[src/rtl/uart_rx_pkg.sv]
// uart_rx_pkg: shared FSM state encoding and oversampling default for the UART receiver
package uart_rx_pkg;
  typedef enum logic [1:0] {IDLE = 2'd0, START = 2'd1, DATA = 2'd2, STOP = 2'd3} state_e;
  localparam int OVERSAMPLE_DEF = 16;
endpackage

[src/rtl/uart_rx_tick.sv]
// uart_rx_tick: free-running divider emitting a one-cycle tick every CLK_DIV cycles
module uart_rx_tick #(
  parameter int CLK_DIV = 21
) (
  input  logic clk2,
  input  logic rst,
  output logic tick
);
  localparam int W = CLK_DIV > 1 ? $clog2(CLK_DIV) : 1;
  logic [W-1:0] cnt_q, cnt_d;
  always_comb begin
    tick  = cnt_q == W'(CLK_DIV - 1);
    cnt_d = tick ? '0 : cnt_q + W'(1);
  end
  always_ff @(posedge clk2) cnt_q <= rst ? '0 : cnt_d;
endmodule

[src/rtl/uart_rx.sv]
// uart_rx: 8N1 UART receiver, 16x oversampling, mid-bit sampling, single-byte holding register
module uart_rx
  import uart_rx_pkg::*;
#(
  parameter int FRQ        = 40000000,
  parameter int BAUD_RATE  = 115200,
  parameter int OVERSAMPLE = OVERSAMPLE_DEF
) (
  input  logic       clk2,
  input  logic       rst,
  input  logic       rx,
  input  logic       rx_ready,
  output logic [7:0] rx_data,
  output logic       rx_valid,
  output logic       frame_err,
  output logic       overrun,
  output logic       busy
);
  localparam int CLK_DIV = FRQ / (BAUD_RATE * OVERSAMPLE);
  logic [1:0] sync_q, sync_d;
  logic       rx_s, tick, deliver;
  state_e     state_q, state_d;
  logic [3:0] s_cnt_q, s_cnt_d;
  logic [2:0] b_cnt_q, b_cnt_d;
  logic [7:0] shift_q, shift_d, rx_data_q, rx_data_d;
  logic       rx_valid_q, rx_valid_d, frame_err_q, frame_err_d, overrun_q, overrun_d;
  uart_rx_tick #(.CLK_DIV(CLK_DIV)) u_tick (.clk2(clk2), .rst(rst), .tick(tick));
  assign rx_s = sync_q[1];
  always_comb begin
    sync_d      = {sync_q[0], rx};
    state_d     = state_q;
    s_cnt_d     = tick ? s_cnt_q + 4'd1 : s_cnt_q;
    b_cnt_d     = b_cnt_q;
    shift_d     = shift_q;
    deliver     = 1'b0;
    frame_err_d = 1'b0;
    if (tick) begin
      case (state_q)
        IDLE: if (!rx_s) begin
          state_d = START;
          s_cnt_d = '0;
        end
        START: if (s_cnt_q == 4'd7) begin
          state_d = rx_s ? IDLE : DATA;
          s_cnt_d = '0;
          b_cnt_d = '0;
        end
        DATA: if (s_cnt_q == 4'd15) begin
          shift_d = {rx_s, shift_q[7:1]};
          s_cnt_d = '0;
          state_d = b_cnt_q == 3'd7 ? STOP : DATA;
          b_cnt_d = b_cnt_q + 3'd1;
        end
        STOP: if (s_cnt_q == 4'd15) begin
          state_d     = IDLE;
          s_cnt_d     = '0;
          deliver     = rx_s;
          frame_err_d = !rx_s;
        end
        default: state_d = IDLE;
      endcase
    end
    // a full, unconsumed holding register wins over a new byte
    rx_data_d  = (deliver && (!rx_valid_q || rx_ready)) ? shift_q : rx_data_q;
    rx_valid_d = deliver | (rx_valid_q & ~rx_ready);
    overrun_d  = deliver & rx_valid_q & ~rx_ready;
  end
  always_ff @(posedge clk2) begin
    if (rst) begin
      sync_q      <= 2'b11;
      state_q     <= IDLE;
      s_cnt_q     <= '0;
      b_cnt_q     <= '0;
      shift_q     <= '0;
      rx_data_q   <= '0;
      rx_valid_q  <= 1'b0;
      frame_err_q <= 1'b0;
      overrun_q   <= 1'b0;
    end else begin
      sync_q      <= sync_d;
      state_q     <= state_d;
      s_cnt_q     <= s_cnt_d;
      b_cnt_q     <= b_cnt_d;
      shift_q     <= shift_d;
      rx_data_q   <= rx_data_d;
      rx_valid_q  <= rx_valid_d;
      frame_err_q <= frame_err_d;
      overrun_q   <= overrun_d;
    end
  end
  assign rx_data   = rx_data_q;
  assign rx_valid  = rx_valid_q;
  assign frame_err = frame_err_q;
  assign overrun   = overrun_q;
  assign busy      = state_q != IDLE;
endmodule

[config.mk]
export PLATFORM = sky130hd
export DESIGN_NAME = uart_rx
export DESIGN_NICKNAME = d
export VERILOG_FILES = /design/src/rtl/uart_rx_pkg.sv /design/src/rtl/uart_rx_tick.sv /design/src/rtl/uart_rx.sv
export SDC_FILE = /design/constraint.sdc
export NUM_CORES = 1
export LEC_CHECK = 0
export CAP_MARGIN = 40
export CORE_MARGIN = 5
export CORE_UTILIZATION = 30
export DETAILED_ROUTE_END_ITERATION = 10
export GPL_ROUTABILITY_DRIVEN = 0
export SLEW_MARGIN = 20
export SYNTH_ARGS = -nofsm -noshare
export SYNTH_HDL_FRONTEND = slang
export SYNTH_SLANG_ARGS = --single-unit
[constraint.sdc]
create_clock -name clk2 -period 1.65 [get_ports clk2]
set_clock_uncertainty 0.15 [all_clocks]
set_input_delay 0.165 -clock clk2 [delete_from_list [all_inputs] [get_ports clk2]]
set_output_delay 0.165 -clock clk2 [all_outputs]
set_load 0.01 [all_outputs]
After elaboration in Yosys (flattened, before gate mapping)
Index checks and enable logic that the tools add are counted.

Memories kept: 0. Memory bits (writable): 0. Logic and storage cells: 64. Bits in latches: 0. Register bits: 35. Bits in read-only memories: 0. Input bits: 4.

Div/mod/pow operators: 0. Reduce and logical (&&, ||, !) cells: 13. $mul: 0. $lt $le $gt $ge: 0. Bitwise operators: 8. Multiplexer cells: 19. Add/sub/neg operators: 3. Shift operators: 0. Eq/ne operators: 11.

Operators by type and width (number): two-way mux 4 bit (5); case mux 4 bit (3 select lines) (1); two-way mux 2 bit (5); != test 2 bit (second input constant) (4); case mux 2 bit (4 select lines) (1); two-way mux 3 bit (2); case mux 3 bit (2 select lines) (1); adder 5 x 1 -> 5 bit (second input constant) (1); equality test 5 bit (second input constant) (1); AND reduction 5 bit (1); adder 4 x 1 -> 4 bit (second input constant) (1); equality test 2 bit (second input constant) (2); equality test 4 x 3 -> 1 bit (second input constant) (1); equality test 4 bit (second input constant) (1); two-way mux 1 bit (4); inverter 1 bit (4); AND reduction 4 bit (1); nonzero test 2 bit (2); OR reduction 2 bit (2); OR reduction 4 bit (1); adder 3 x 1 -> 3 bit (second input constant) (1); bitwise AND 1 bit (3); equality test 3 bit (second input constant) (1); AND reduction 3 bit (1); other kinds (6) (7).

Longest topological paths before layout
Gate-level depths: netlist of the first run.

Depth after elaboration: 6. Mapped depth: 7. Depth with buffers taken out: 6.

Hierarchy
Synthesis of the first run repeated with hierarchy kept, for this count alone.

Cells, all modules: 152. Area, all modules: 1468.9 sq um.

Modules (own cells, without submodules): uart_rx (sequential area each 600.6 sq um, area an instance 1228.7 sq um, times used 1, cells each 127); uart_rx_tick (sequential area each 100.1 sq um, area an instance 240.2 sq um, times used 1, cells each 25).

Worst setup path after synthesis of the first run
No wires, ideal clock.

Path type: reg-to-reg. Start: register with a tool-made name. End: register shift_q[0]. Required time: 1372 ps. Stages on the path, launching flop included: 7. Setup slack: -53 ps. Period minus slack after synthesis: 1703 ps. Buffers on the path: 1. Arrival time: 1425 ps. Setup time: 128 ps. Cells stage by stage: dfxtp_1 > ha_1 > nand3_2 > nor4b_2 > buf_4 > mux2i_1 > nor2_1.

RTL lines: end signal, assigned (line uart_rx.sv:84) `shift_q <= shift_d;`; end, declared (line uart_rx.sv:25) `logic [7:0] shift_q, shift_d, rx_data_q, rx_data_d;`.

Final worst setup path of the first run
Start: register u_tick.cnt_q[0]. End: register rx_data_q[0] (netlist: rx_data[0]).

Cells in the longest elaborated chain, start to end: 3.

RTL lines: start, declared (line uart_rx_tick.sv:10) `logic [W-1:0] cnt_q, cnt_d;`; start signal, assigned (line uart_rx_tick.sv:15) `always_ff @(posedge clk2) cnt_q <= rst ? '0 : cnt_d;`; equality test 5 bit (line uart_rx_tick.sv:12) `tick = cnt_q == W'(CLK_DIV - 1);`; two-way mux 1 bit (line uart_rx.sv:37) `if (tick) begin`; logical AND 1 bit (line uart_rx.sv:64) `rx_data_d = (deliver && (!rx_valid_q || rx_ready)) ? shift_q : rx_data_q;`; end signal, assigned (line uart_rx.sv:85) `rx_data_q <= rx_data_d;`; end, declared (line uart_rx.sv:25).

No other way between the ends. A chain may end at the register's enable or synchronous reset.

==> metrics.md, run 1 <==
| Metric | Value |
|---|---|
| Status | `complete, but fails checks` |
| Violated checks | `negative setup slack` |
| Worst-margin pin slew | `~260 ps` |
| Die height | `between 80 and 90 um` |
| CP bufs+invs | `3` |
| Max incr delay on CP | `between 300 and 400 ps` |
| Core Rows | `26` |
| Post-Synth XOR/XNOR Area | `1.135%` |
| Fin area | `0.002192 mm^2` |
| DR vias | `between 1000 and 1500` |
| Ys flop type | `dfxtp_1` |
| Hold Vio Cnt, Final | `0` |
| Min cycle time layout | `about 1700 ps` |
| Antenna cells | `0` |
| # port buffers | `15` |
| Root Driver | `clkbuf_8` |
| Dpl cell area | `0.001981 mm^2` |
| Pre-CTS setup slack | `-48.31 ps` |
| Commonest non-fill, non-tap cell in the layout | `dfxtp_1` |
| Post-Synth Simple-Gate Area | `between 20% and 30%` |
| Clock transition at path regs | `about 70 ps` |
| Worst reg-to-reg path cell count | `8` |
| Pre-antenna DRT Iters | `4` |
| Wirelength, routed | `3.069 mm` |
| Fmax | `595.4 MHz` |
| Reg2Reg Setup Slack | `-30 ps` |
| Slew Limit Headroom | `slightly above 80%` |
| Synth async-reset ratio | `0%` |
| Nets | `about 220` |
| Mux cell area share after synthesis | `a little over 5%` |
| Origin of the critical flop-to-flop path | `u_tick.cnt_q[0]$_SDFF_PP0_` |
| Final core utilization | `~43%` |
| First-pass GRT wire length | `approximately 5.4 mm` |
| CP arrival | `1740 ps` |
| CP max stage cell | `dfxtp_2` |
| Leak | `0.7754 nW` |
| Mapped Area | `approximately 0.0015 mm^2` |
| Worst min path class | `reg -> reg` |
| Synthesized instance count | `roughly 160` |
| Chip Width | `81.71 um` |
| Hold depth | `1` |
| Worst Path Class, Setup | `reg -> reg` |
| DP HPWL | `roughly 2.0 mm` |
| Most frequent cells in the layout | `dfxtp_1 (31), buf_4 (27), clkdlybuf4s50_1 (14)` |
| Max_cap viols | `0` |
| Syn. warnings | `0` |
| Switching power | `343.1 uW` |
| Initial detailed-routing violation count | `between 80 and 90` |
| Distinct cells, synth | `39` |
| Routed wire length per instance | `11.08 um` |
| DRC | `0` |
| Synth Area in Compound Gates | `between 10% and 20%` |
| Clock buffer depth | `2` |
| Clock network fraction of total power | `45.0%` |
| Critical Path Fanout Max | `16` |
| Worst EP required | `1710 ps` |
| Finish-stage setup viols | `8` |
| Avg Cell Area, Syn | `between 9 and 10 um^2` |
| VDD IR max | `0.0002887 V` |
| Critical Path Source Type | `flip-flop` |
| Die ar. | `0.006677 mm^2` |
| Part of the power in combinational logic | `roughly 5.4%` |
| Largest family of logic cells by synthesized area | `simple AND/OR/NAND/NOR gates` |
| Fill cells | `between 400 and 500` |
| H-tree Lvls | `2` |
| Pin count of the biggest net entering global routing | `between 40 and 50` |
| Vias/cell | `4.473` |
| Hold bufs inserted after CTS | `0` |
| Share of layout cells above drive strength 1 | `between 30% and 40%` |
| Area occupied by multi-input gates | `855.8 um^2` |
| Total grt overflow | `0` |
| Switching part of the total | `approximately a fifth` |
| Reg-to-Reg End | `rx_data[0]$_SDFFE_PP0P_` |
| Crit. End Element | `flip-flop` |
| # IOs | `16` |
| Antenna-violating nets left | `0` |
| Hold path start | `sync_q[0]$_SDFF_PP1_` |
| GRT Resource Usage Total | `roughly a tenth` |
| RSZ-0062 raised after global routing | `yes` |
| Yosys reg bits | `35` |
| WHS Endpoint | `sync_q[1]$_SDFF_PP1_` |
| Post-synthesis adder-cell area fraction | `between 4 and 5%` |
| Latest clock arrival within the worst-skew pair | `280 ps` |
| Syn Nets | `roughly 170` |
| Post-route setup slack | `-29.66 ps` |
| Power Density | `around 790 mW/mm^2` |
| Area grow syn2layout | `42.09%` |
| Vias in the first global route | `about 1200` |
| Seq. cell area | `between 700 and 800 um^2` |
| CTS sink cnt | `35` |
| TritonCTS clock tree | `yes` |
| Sequential Power Share | `49.5%` |
| Starting density of the core | `a little under a third` |
| Sequential area share after synthesis | `a little under half` |
| Levels on crit path | `8` |
| CTS buffer count | `5` |
| Final Cycle Share | `101.8%` |
| Post-synth EDFFs | `0` |
| Total core area | `between 0.005 and 0.006 mm^2` |
| Antenna violations before repair | `0` |
| Critical-path cell list | `inv_2, ha_4, nand4b_4, buf_4, nor4b_4, buf_12, nand3b_1, o21ai_0` |
| Top delay family on crit path | `simple AND/OR/NAND/NOR gates` |
| Int Power | `about 1.4 mW` |
| Slew Viols, Final | `0` |
## layer usage
layer | wire length, um | vias to the layer above | track usage [%] | share of wire [%]
met4 | 50 | 0 | 4.983 | 1.6
li1 | - | 661 | - | -
met3 | 137 | 6 | 3.399 | 4.5
met2 | 1443 | 22 | 16.45 | 47
met5 | 0 | - | 0 | 0
met1 | 1437 | 550 | 12.92 | 47
## cells by family (layout without fill, tap and decap cells)
family / after synthesis / after routing
muxes: 8 / 8
AOI/OAI and AO/OA: 26 / 26
xor gates and xnor gates: 2 / 2
and+or+nand+nor: 73 / 73
buffers and inverters: 14 / 58
DFF: 35 / 35
adders and majority gates: 5 / 5
## cells in the mapped netlist, types with 3 or more instances
cell type	count	area [um^2]
nand3b_1	11	82.58
inv_1	4	15.01
ha_1	5	62.56
mux2i_1	8	80.08
clkbuf_1	6	22.52
or2_2	3	18.77
nand2_1	10	37.54
nor2_1	13	48.80
nor3_1	4	20.02
nand2b_1	11	68.82
a21oi_1	5	25.02
dfxtp_1	35	700.7
o21ai_0	11	55.05
nand3_1	6	30.03
## how the worst max path moves through the flow
stage / end / start / slack, ps
after floorplan: shift_q[0]$_SDFFE_PP0P_ / u_tick.cnt_q[0]$_SDFF_PP0_ / 10
after global routing: rx_data[5]$_SDFFE_PP0P_ / u_tick.cnt_q[0]$_SDFF_PP0_ / -150
final: rx_data[0]$_SDFFE_PP0P_ / u_tick.cnt_q[0]$_SDFF_PP0_ / -30
after CTS: shift_q[2]$_SDFFE_PP0P_ / u_tick.cnt_q[0]$_SDFF_PP0_ / -60
after detailed placement: shift_q[2]$_SDFFE_PP0P_ / u_tick.cnt_q[1]$_SDFF_PP0_ / -50
after global placement: shift_q[5]$_SDFFE_PP0P_ / u_tick.cnt_q[0]$_SDFF_PP0_ / -8
## metrics by stage
step / power, mW / cells / hold slack [ps] / TNS, ps
after global routing: 1.827 / 277 / 285.1 / -1899
after floorplan: 0.9221 / 163 / 118.8 / 0
after global placement: 0.9616 / 264 / 250.0 / -13.85
final: 1.739 / 277 / 265.7 / -164.5
after CTS: 1.760 / 275 / 265.0 / -548.6
after detailed placement: 0.9627 / 264 / 249.1 / -295.9
## worst register-to-register path, delay by kind of cell, from the launching register on
family / cells / cell delay, ps
buf+inv: 3 / 400
simple gates: 3 / 510
flops: 1 / 320
compound gates: 1 / 70
fa+ha+maj: 1 / 150
## power groups by stage
stage / Combinational, mW / Clock, mW / Sequential [mW]
after CTS: 0.0877 / 0.812 / 0.861
after detailed placement: 0.0830 / 0 / 0.880
after global placement: 0.0823 / 0 / 0.879
final: 0.0942 / 0.783 / 0.861
after global routing: 0.106 / 0.860 / 0.862
after floorplan: 0.0398 / 0 / 0.882
## area by class of cell
type | instances | area share [%]
Tap cell | 70 | 3.995
Clock buffer | 6 | 3.767
Multi-Input combinational cell | 114 | 39.04
Sequential cell | 35 | 32.19
Clock inverter | 2 | 1.598
Timing Repair Buffer | 46 | 18.72
Inverter | 4 | 0.6849
## registers in the layout, summed over array words and instances (netlist names), named ones only
name and flops:
s_cnt_q 3, sync_q 2, b_cnt_q 3, overrun 1, rx_valid 1, frame_err 1, rx_data 8, u_tick.cnt_q 5
state_q 1, shift_q 8
## what timing repair did
action                                 in CTS  in global routing
setup buffers                               2                  2
endpoints found under the hold margin       0                  0
resized for setup                           8                 14
setup endpoints to repair                  14                 26
pin swaps                                   1                 10
cloned                                      1                  0
(Power assumes the default switching activity.)
==> inputs of run 2 (changes only) <==
Settings changed: CORE_UTILIZATION 30 to 35.
==> run 2 against run 1 <==
  * Cell count shrank 8.7%
  * Clock-buffer cell count is the same
  * Largest power group is now clock
  * The run still ends with negative setup slack left
  * Highest routed layer unchanged
  * Power grew 6.5%
  * Critical endpoint is now shift_q[2]$_SDFFE_PP0P_
  * Maximum frequency is essentially flat
  * Worst setup slack is essentially flat
  * Critical path depth shrank 1
  * Hold slack lost 3.5 ps
==> metrics.md, run 2 (synthesized netlist as in run 1, its figures left out) <==
| Metric | Value |
|---|---|
| Status | `complete, but fails checks` |
| Violated checks | `negative setup slack` |
| Final core utilization | `49.71% (+6.2 points)` |
| Total core area | `0.004324 mm^2 (-14%)` |
| Crit. End Element | `flip-flop` |
| Fmax | `595.4 MHz (about the same)` |
| Initial detailed-routing violation count | `70 (-15%)` |
| Worst reg-to-reg path cell count | `7 (-1)` |
| Hold depth | `1 (unchanged)` |
| Final Cycle Share | `101.8% (about the same)` |
| Slew Viols, Final | `0 (unchanged)` |
| DRC | `0 (unchanged)` |
| Max_cap viols | `0 (unchanged)` |
| Leak | `0.7545 nW (-2.7%)` |
| # port buffers | `15 (unchanged)` |
| CTS buffer count | `5 (unchanged)` |
| Min cycle time layout | `1679 ps (-0.2081 ps)` |
| Finish-stage setup viols | `6 (-2)` |
| Worst Path Class, Setup | `reg -> reg` |
| TritonCTS clock tree | `yes` |
| Core Rows | `24 (-7.7%)` |
| GRT Resource Usage Total | `12.05% (+1.6 points)` |
| Die ar. | `0.005835 mm^2 (-13%)` |
| Chip Width | `76.39 um (-6.5%)` |
| RSZ-0062 raised after global routing | `yes` |
| Die height | `76.39 um (-6.5%)` |
| Pre-antenna DRT Iters | `4 (unchanged)` |
| Fin area | `0.002150 mm^2 (-1.9%)` |
| Reg2Reg Setup Slack | `-30 ps (about the same)` |
| # IOs | `16 (unchanged)` |
| Clock transition at path regs | `70 ps (about the same)` |
| Antenna-violating nets left | `0 (unchanged)` |
| DR vias | `1260 (+1.7%)` |
| CTS sink cnt | `35 (unchanged)` |
| Critical Path Source Type | `flip-flop` |
| VDD IR max | `0.0004012 V (+39%)` |
| Latest clock arrival within the worst-skew pair | `280 ps (about the same)` |
| Top delay family on crit path | `simple AND/OR/NAND/NOR gates` |
| Dpl cell area | `0.001928 mm^2 (-2.7%)` |
| Critical Path Fanout Max | `4 (-12)` |
| Post-route setup slack | `-29.46 ps (+0.2081 ps)` |
| CP arrival | `1710 ps (-30 ps)` |
| Most frequent cells in the layout | `dfxtp_1 (29), buf_4 (20), clkdlybuf4s50_1 (14), nor2_1 (12)` |
| Total grt overflow | `0 (unchanged)` |
| Clock buffer depth | `2 (unchanged)` |
| Critical-path cell list | `inv_2, ha_4, nand4b_4, nor4b_4, buf_4, mux2i_1, nor2_1` |
| Vias in the first global route | `1284 (+5.4%)` |
| Power Density | `861.1 mW/mm^2 (+8.6%)` |
| Total power | `1.851 mW (+6.5%)` |
| DP HPWL | `2.241 mm (+10%)` |
| CP max stage cell | `dfxtp_2` |
| Routed wire length per instance | `12.92 um (+17%)` |
| Hold path start | `sync_q[0]$_SDFF_PP1_` |
| H-tree Lvls | `2 (unchanged)` |
| CP bufs+invs | `2 (-1)` |
| Commonest non-fill, non-tap cell in the layout | `dfxtp_1` |
| Worst min path class | `reg -> reg` |
| Antenna cells | `0 (unchanged)` |
| Reg-to-Reg End | `shift_q[2]$_SDFFE_PP0P_` |
| First-pass GRT wire length | `5.802 mm (+7.0%)` |
| Worst EP required | `1680 ps (-30 ps)` |
| Area grow syn2layout | `39.33%` |
| Antenna violations before repair | `0 (unchanged)` |
| Share of layout cells above drive strength 1 | `27.36% (-3.1 points)` |
| Wirelength, routed | `3.270 mm (+6.5%)` |
| Hold Vio Cnt, Final | `0 (unchanged)` |
| Starting density of the core | `35.68% (+5.1 points)` |
| Levels on crit path | `7 (-1)` |
| Max incr delay on CP | `330 ps (about the same)` |
| Root Driver | `clkbuf_8` |
| Vias/cell | `4.980 (+11%)` |
| WHS Endpoint | `sync_q[1]$_SDFF_PP1_` |
| Worst-margin pin slew | `282.2 ps (+20.53 ps)` |
| Slew Limit Headroom | `80.92% (-1.5 points)` |
| Pin count of the biggest net entering global routing | `44 (unchanged)` |
| Nets | `209 (-2.8%)` |
| Origin of the critical flop-to-flop path | `u_tick.cnt_q[0]$_SDFF_PP0_` |
==> run 2: changes by cell type in the layout (fill, tap and decap cells not counted), sizes merged <==
| cell | delta |
|---|---|
| clkdlybuf4s15 | +1 |
| buf | -6 |
| bufinv | +1 |
| clkbuf | -1 |
| clkinv | -1 |
==> run 2: worst max-delay path by stage <==
stage / startpoint / end / slack [ps]
floorplan: u_tick.cnt_q[0]$_SDFF_PP0_ / shift_q[0]$_SDFFE_PP0P_ / 10
global placement: u_tick.cnt_q[0]$_SDFF_PP0_ / shift_q[7]$_SDFFE_PP0P_ / -6
detailed placement: u_tick.cnt_q[1]$_SDFF_PP0_ / shift_q[7]$_SDFFE_PP0P_ / -70
CTS: u_tick.cnt_q[1]$_SDFF_PP0_ / shift_q[7]$_SDFFE_PP0P_ / -40
global route: u_tick.cnt_q[0]$_SDFF_PP0_ / shift_q[3]$_SDFFE_PP0P_ / -140
finish: u_tick.cnt_q[0]$_SDFF_PP0_ / shift_q[2]$_SDFFE_PP0P_ / -30
==> run 2: metal layers <==
layer,wire length [um],GRT usage (%)
met5,0,0
met4,46,5.944
met3,103,3.664
met2,1633,20.46
met1,1487,13.57
==> run 2: report_power, final <==
part	internal (mW)	switching, mW	leakage [nW]
Sequential	0.855	0.00885	0.285
Combinational	0.0517	0.0403	0.404
Clock	0.604	0.291	0.0654
==> run 2: final cells by class <==
type                            instances  area, um^2
Multi-Input combinational cell        114       854.6
Timing Repair Buffer                   40       374.1
Sequential cell                        35       708.2
Clock buffer                            6       72.57
Clock inverter                          2       60.06
Fill cell                             427        2175
Tap cell                               52       65.06
Inverter                                4       15.01
==> run 2: through the flow <==
| step | worst slack [ps] | setup TNS (ps) | instances | hold slack, ps |
|---|---|---|---|---|
| 6_report | -29.46 | -122.9 | 253 | 262.2 |
| 5_1_grt | -137.0 | -1373 | 253 | 283.3 |
| 4_1_cts | -44.46 | -170.1 | 253 | 265.4 |
| 3_5_place_dp | -69.94 | -550.1 | 242 | 247.5 |
| 3_3_place_gp | -6.429 | -6.429 | 242 | 244.7 |
| 2_1_floorplan | 9.574 | 0 | 163 | 118.8 |
==> run 2: worst reg2reg max path, delay by kind of cell, from the launching register on <==
family | cells | cell delay (ps)
multiplexers | 1 | 180
flip-flops | 1 | 330
adder cells (fa/ha/maj) | 1 | 140
AND/OR/NAND/NOR | 3 | 520
buffers and inverters | 2 | 260
==> run 2: repair_timing <==
item,in CTS,in global routing
hold buffers,0,0
setup endpoints to repair,16,22
setup buffers,2,0
pin swaps,5,6
resized for setup,11,18
gates cloned,1,0
==> RTL edit 1, RTL diff (flow settings as in run 1) <==
One comparison of `s_cnt_q` changes from == to >=.
--- a/src/rtl/uart_rx.sv
+++ b/src/rtl/uart_rx.sv
@@ -42,3 +42,3 @@
         end
-        START: if (s_cnt_q == 4'd7) begin
+        START: if (s_cnt_q >= 4'd7) begin
           state_d = rx_s ? IDLE : DATA;
Check against the original RTL: same outputs for any inputs over 10 cycles, from zero or initial values and one cycle with rst high; that may be too few to reach the edited logic, so the function may still have changed.
==> RTL edit 1 against run 1 <==
  * Worst setup slack got worse by 85 ps
  * Largest power group unchanged
  * Total power decreased by 7.6%
  * Sequential cell count unchanged
  * Routed wire length increased by 2.2%
  * Critical path depth decreased by 3
  * Cell area decreased by 5.2%
  * Area after synthesis decreased by 5.1%
  * The run still ends with setup timing left
  * Core utilization increased by 0.53 points
==> RTL edit 1: results (changes against run 1) <==
metric;value;unit;change
maximum resistive drop on vdd;442;uV;+53%
crit path setup slack, layout;-114;ps;-84.7 ps
cells on worst reg2reg path;5;;-3
fraction of the mapped netlist area in adder cells;4.27;%;+0.22 points
transition at the pin with the smallest max-transition slack;335;ps;+73.7 ps
final instance count without filler cells;259;;-6.5%
global routing usage on met2;18.0;%;+1.6 points
final count of negative-setup-slack endpoints;16;;+8
length of routed wiring on met1;1.39;mm;-3.2%
Syn Inst Count;150;;-8.0%
most area-consuming cells after synthesis;sky130_fd_sc_hd__dfxtp_1 48%, sky130_fd_sc_hd__mux2i_1 12%, sky130_fd_sc_hd__nor2_1 4.4%, sky130_fd_sc_hd__ha_1 4.3%, sky130_fd_sc_hd__a21oi_1 3.1%;;
detailed router's first-iteration violation count;64;;-22%
list of most frequent post-synthesis cells;35 x sky130_fd_sc_hd__dfxtp_1, 17 x sky130_fd_sc_hd__mux2i_1, 17 x sky130_fd_sc_hd__nor2_1, 9 x sky130_fd_sc_hd__a21oi_1, 7 x sky130_fd_sc_hd__nor3_1;;
setup tns final;-815;ps;-651 ps
net total in the final layout;200;;-7.0%
Leakage Power;0.736;nW;-5.1%
met1 usage in global routing;11.4;%;-1.5 points
number of cells after detailed placement;246;;-6.8%
status;complete, but fails checks;;
failing checks;setup timing;;
overall fraction of global-route tracks in use;10.4;%;-0.026 points
mux contribution to synthesized area;11.6;%;+6.4 points
final core occ;44.0;%;+0.53 points
filler cell count in the final layout;457;;-5.6%
total length of routed met2 wires;1.53;mm;+6.2%
==> RTL edit 1: changes by cell type in the layout (fill, tap and decap cells not counted), sizes merged, moves of 3 or more <==
| cell | delta |
|---|---|
| nand3b | -11 |
| mux2i | +9 |
| nand2b | -7 |
| o21ai | -5 |
| a21oi | +4 |
| nand2 | -4 |
| nor2 | +4 |
| a211oi | -3 |
| buf | -3 |
| nor3 | +3 |
==> RTL edit 1: power breakdown <==
part | leakage [nW] | switching [mW] | internal (mW)
Sequential | 0.286 | 0.00719 | 0.851
Clock | 0.0484 | 0.316 | 0.342
Combinational | 0.402 | 0.0400 | 0.0506
==> RTL edit 1: cell families after synthesis <==
kind of cell               count (synthesis)
AOI/OAI and AO/OA                         23
xor gates and xnor gates                   2
and+or+nand+nor                           55
buffers and inverters                     13
DFF                                       35
adders and majority gates                  5
muxes                                     17
==> RTL edit 1: cell type report <==
cell class / count / area share, %
inverters: 4 / 0.722
repair buffers: 43 / 17.6
clock buffers: 7 / 4.15
clock inverters: 1 / 0.421
flip-flops and latches: 35 / 34.3
multi-input cells: 102 / 38.7
well taps: 67 / 4.03
==> RTL edit 1: worst paths after layout <==
path,startpoint,end,slack [ps]
worst min-delay path,sync_q[0],sync_q[1],280
worst min register to register,sync_q[0],sync_q[1],280
worst max register to register,s_cnt_q[1],b_cnt_q[2],-110
worst max-delay path,s_cnt_q[1],b_cnt_q[2],-110
==> RTL edit 1: timing repair <==
item	CTS	global route
endpoints found under the hold margin	0	0
pin swaps	10	11
cloned	0	0
endpoints found under the setup margin	19	27
gates resized for setup	10	9
setup buffers	5	0
==> RTL edit 2, RTL diff (config.mk and constraints of run 1) <==
Made on the original files. Change the parameter `BAUD_RATE` from 115200 to 230400.
--- a/src/rtl/uart_rx.sv
+++ b/src/rtl/uart_rx.sv
@@ -5,3 +5,3 @@
   parameter int FRQ        = 40000000,
-  parameter int BAUD_RATE  = 115200,
+  parameter int BAUD_RATE  = 230400,
   parameter int OVERSAMPLE = OVERSAMPLE_DEF
Function: same outputs for any inputs over 10 cycles, from zero or initial values and one cycle with rst high; that may be too few to reach the edited logic, so the function may still have changed.
==> RTL edit 2 against run 1 <==
  * The flow still finishes with violations (setup timing)
  * Count of clock-buffer cells in the layout unchanged
  * Worst setup slack worse by 53 ps
  * Total power down 10%
  * Sequential cell count down 1
  * Area after synthesis up 0.81%
  * Synthesized cell count down 1.8%
  * Cell area down 0.57%
  * Routed wire length up 3.4%
  * Fmax down 3.1%
  * Largest power group unchanged
==> RTL edit 2: results (changes against run 1) <==
metric;value;unit;change
Sw Pwr;347;uW;+1.1%
mux contribution to synthesized area;11.6;%;+6.4 points
post-placement worst setup slack;-84.9;ps;-36.6 ps
final count of negative-setup-slack endpoints;10;;+2
crit path setup slack, layout;-82.6;ps;-53.0 ps
post-synthesis average cell area;9.72;um^2;+2.7%
stage delay of the slowest cell on the critical path;510;ps;+190 ps
compound-cell area share of the yosys netlist;8.45;%;-1.8 points
post-detailed-placement half-perimeter wirelength;2.27;mm;+12%
setup tns final;-273;ps;-108 ps
WL/cell;11.5;um;+3.8%
placed cell areas;2010;um^2;+1.5%
vias in the first global route;1229;;+0.90%
global-route wire length before repair;5.49;mm;+1.3%
reg-to-reg endpoint;state_q[0];;
status;complete, but fails checks;;
Non-CTS inverters;2;;-2
XOR/XNOR Fraction of Synth Area;1.13;%;-0.0091 points
Clock Network Area Fraction;4.36;%;-1.0 points
final routed wirelength across all metal layers;3.17;mm;+3.4%
largest net degree at the start of global routing;14;;-68%
final worst hold slack;262;ps;-4.03 ps
FF+latch count, synth;34;;-2.9%
fraction of layout instances using a drive strength above 1;33.0;%;+2.6 points
overall fraction of global-route tracks in use;10.6;%;+0.17 points
count of plain and timing-repair buffers in the layout;48;;+4.3%
share of power burned in registers;53.5;%;+4.0 points
Leakage Power;0.800;nW;+3.2%
list of most frequent post-synthesis cells;34 x sky130_fd_sc_hd__dfxtp_1, 18 x sky130_fd_sc_hd__mux2i_1, 17 x sky130_fd_sc_hd__nand2b_1, 16 x sky130_fd_sc_hd__nor2_1, 9 x sky130_fd_sc_hd__nand2_1;;
maximum resistive drop on vdd;384;uV;+33%
most area-consuming cells after synthesis;sky130_fd_sc_hd__dfxtp_1 44%, sky130_fd_sc_hd__mux2i_1 12%, sky130_fd_sc_hd__nand2b_1 6.8%, sky130_fd_sc_hd__ha_1 4.0%, sky130_fd_sc_hd__nor2_1 3.9%;;
failing checks;setup timing;;
filler cell count in the final layout;527;;+8.9%
[RTL edit 2: cell types whose count changed in the layout (fill, tap and decap cells not counted), moves of 3 or more]
| cell | run 1 | this run |
|---|---|---|
| sky130_fd_sc_hd__mux2i_1 | 8 | 18 |
| sky130_fd_sc_hd__nand3b_1 | 11 | 1 |
| sky130_fd_sc_hd__o21ai_0 | 11 | 1 |
| sky130_fd_sc_hd__nand2b_1 | 11 | 17 |
| sky130_fd_sc_hd__nor2_1 | 11 | 16 |
| sky130_fd_sc_hd__dfxtp_1 | 31 | 27 |
| sky130_fd_sc_hd__buf_4 | 27 | 30 |
| sky130_fd_sc_hd__nor3_1 | 3 | 6 |
[RTL edit 2: metal layers]
metal | vias up | share of wire, % | track usage [%] | wire length, um
met1 | 579 | 46 | 12.9 | 1470
li1 | 642 | - | - | -
met3 | 5 | 3.9 | 2.96 | 124
met2 | 22 | 48 | 17.3 | 1530
met5 | - | 0 | 0 | 0
met4 | 0 | 1.4 | 4.98 | 46
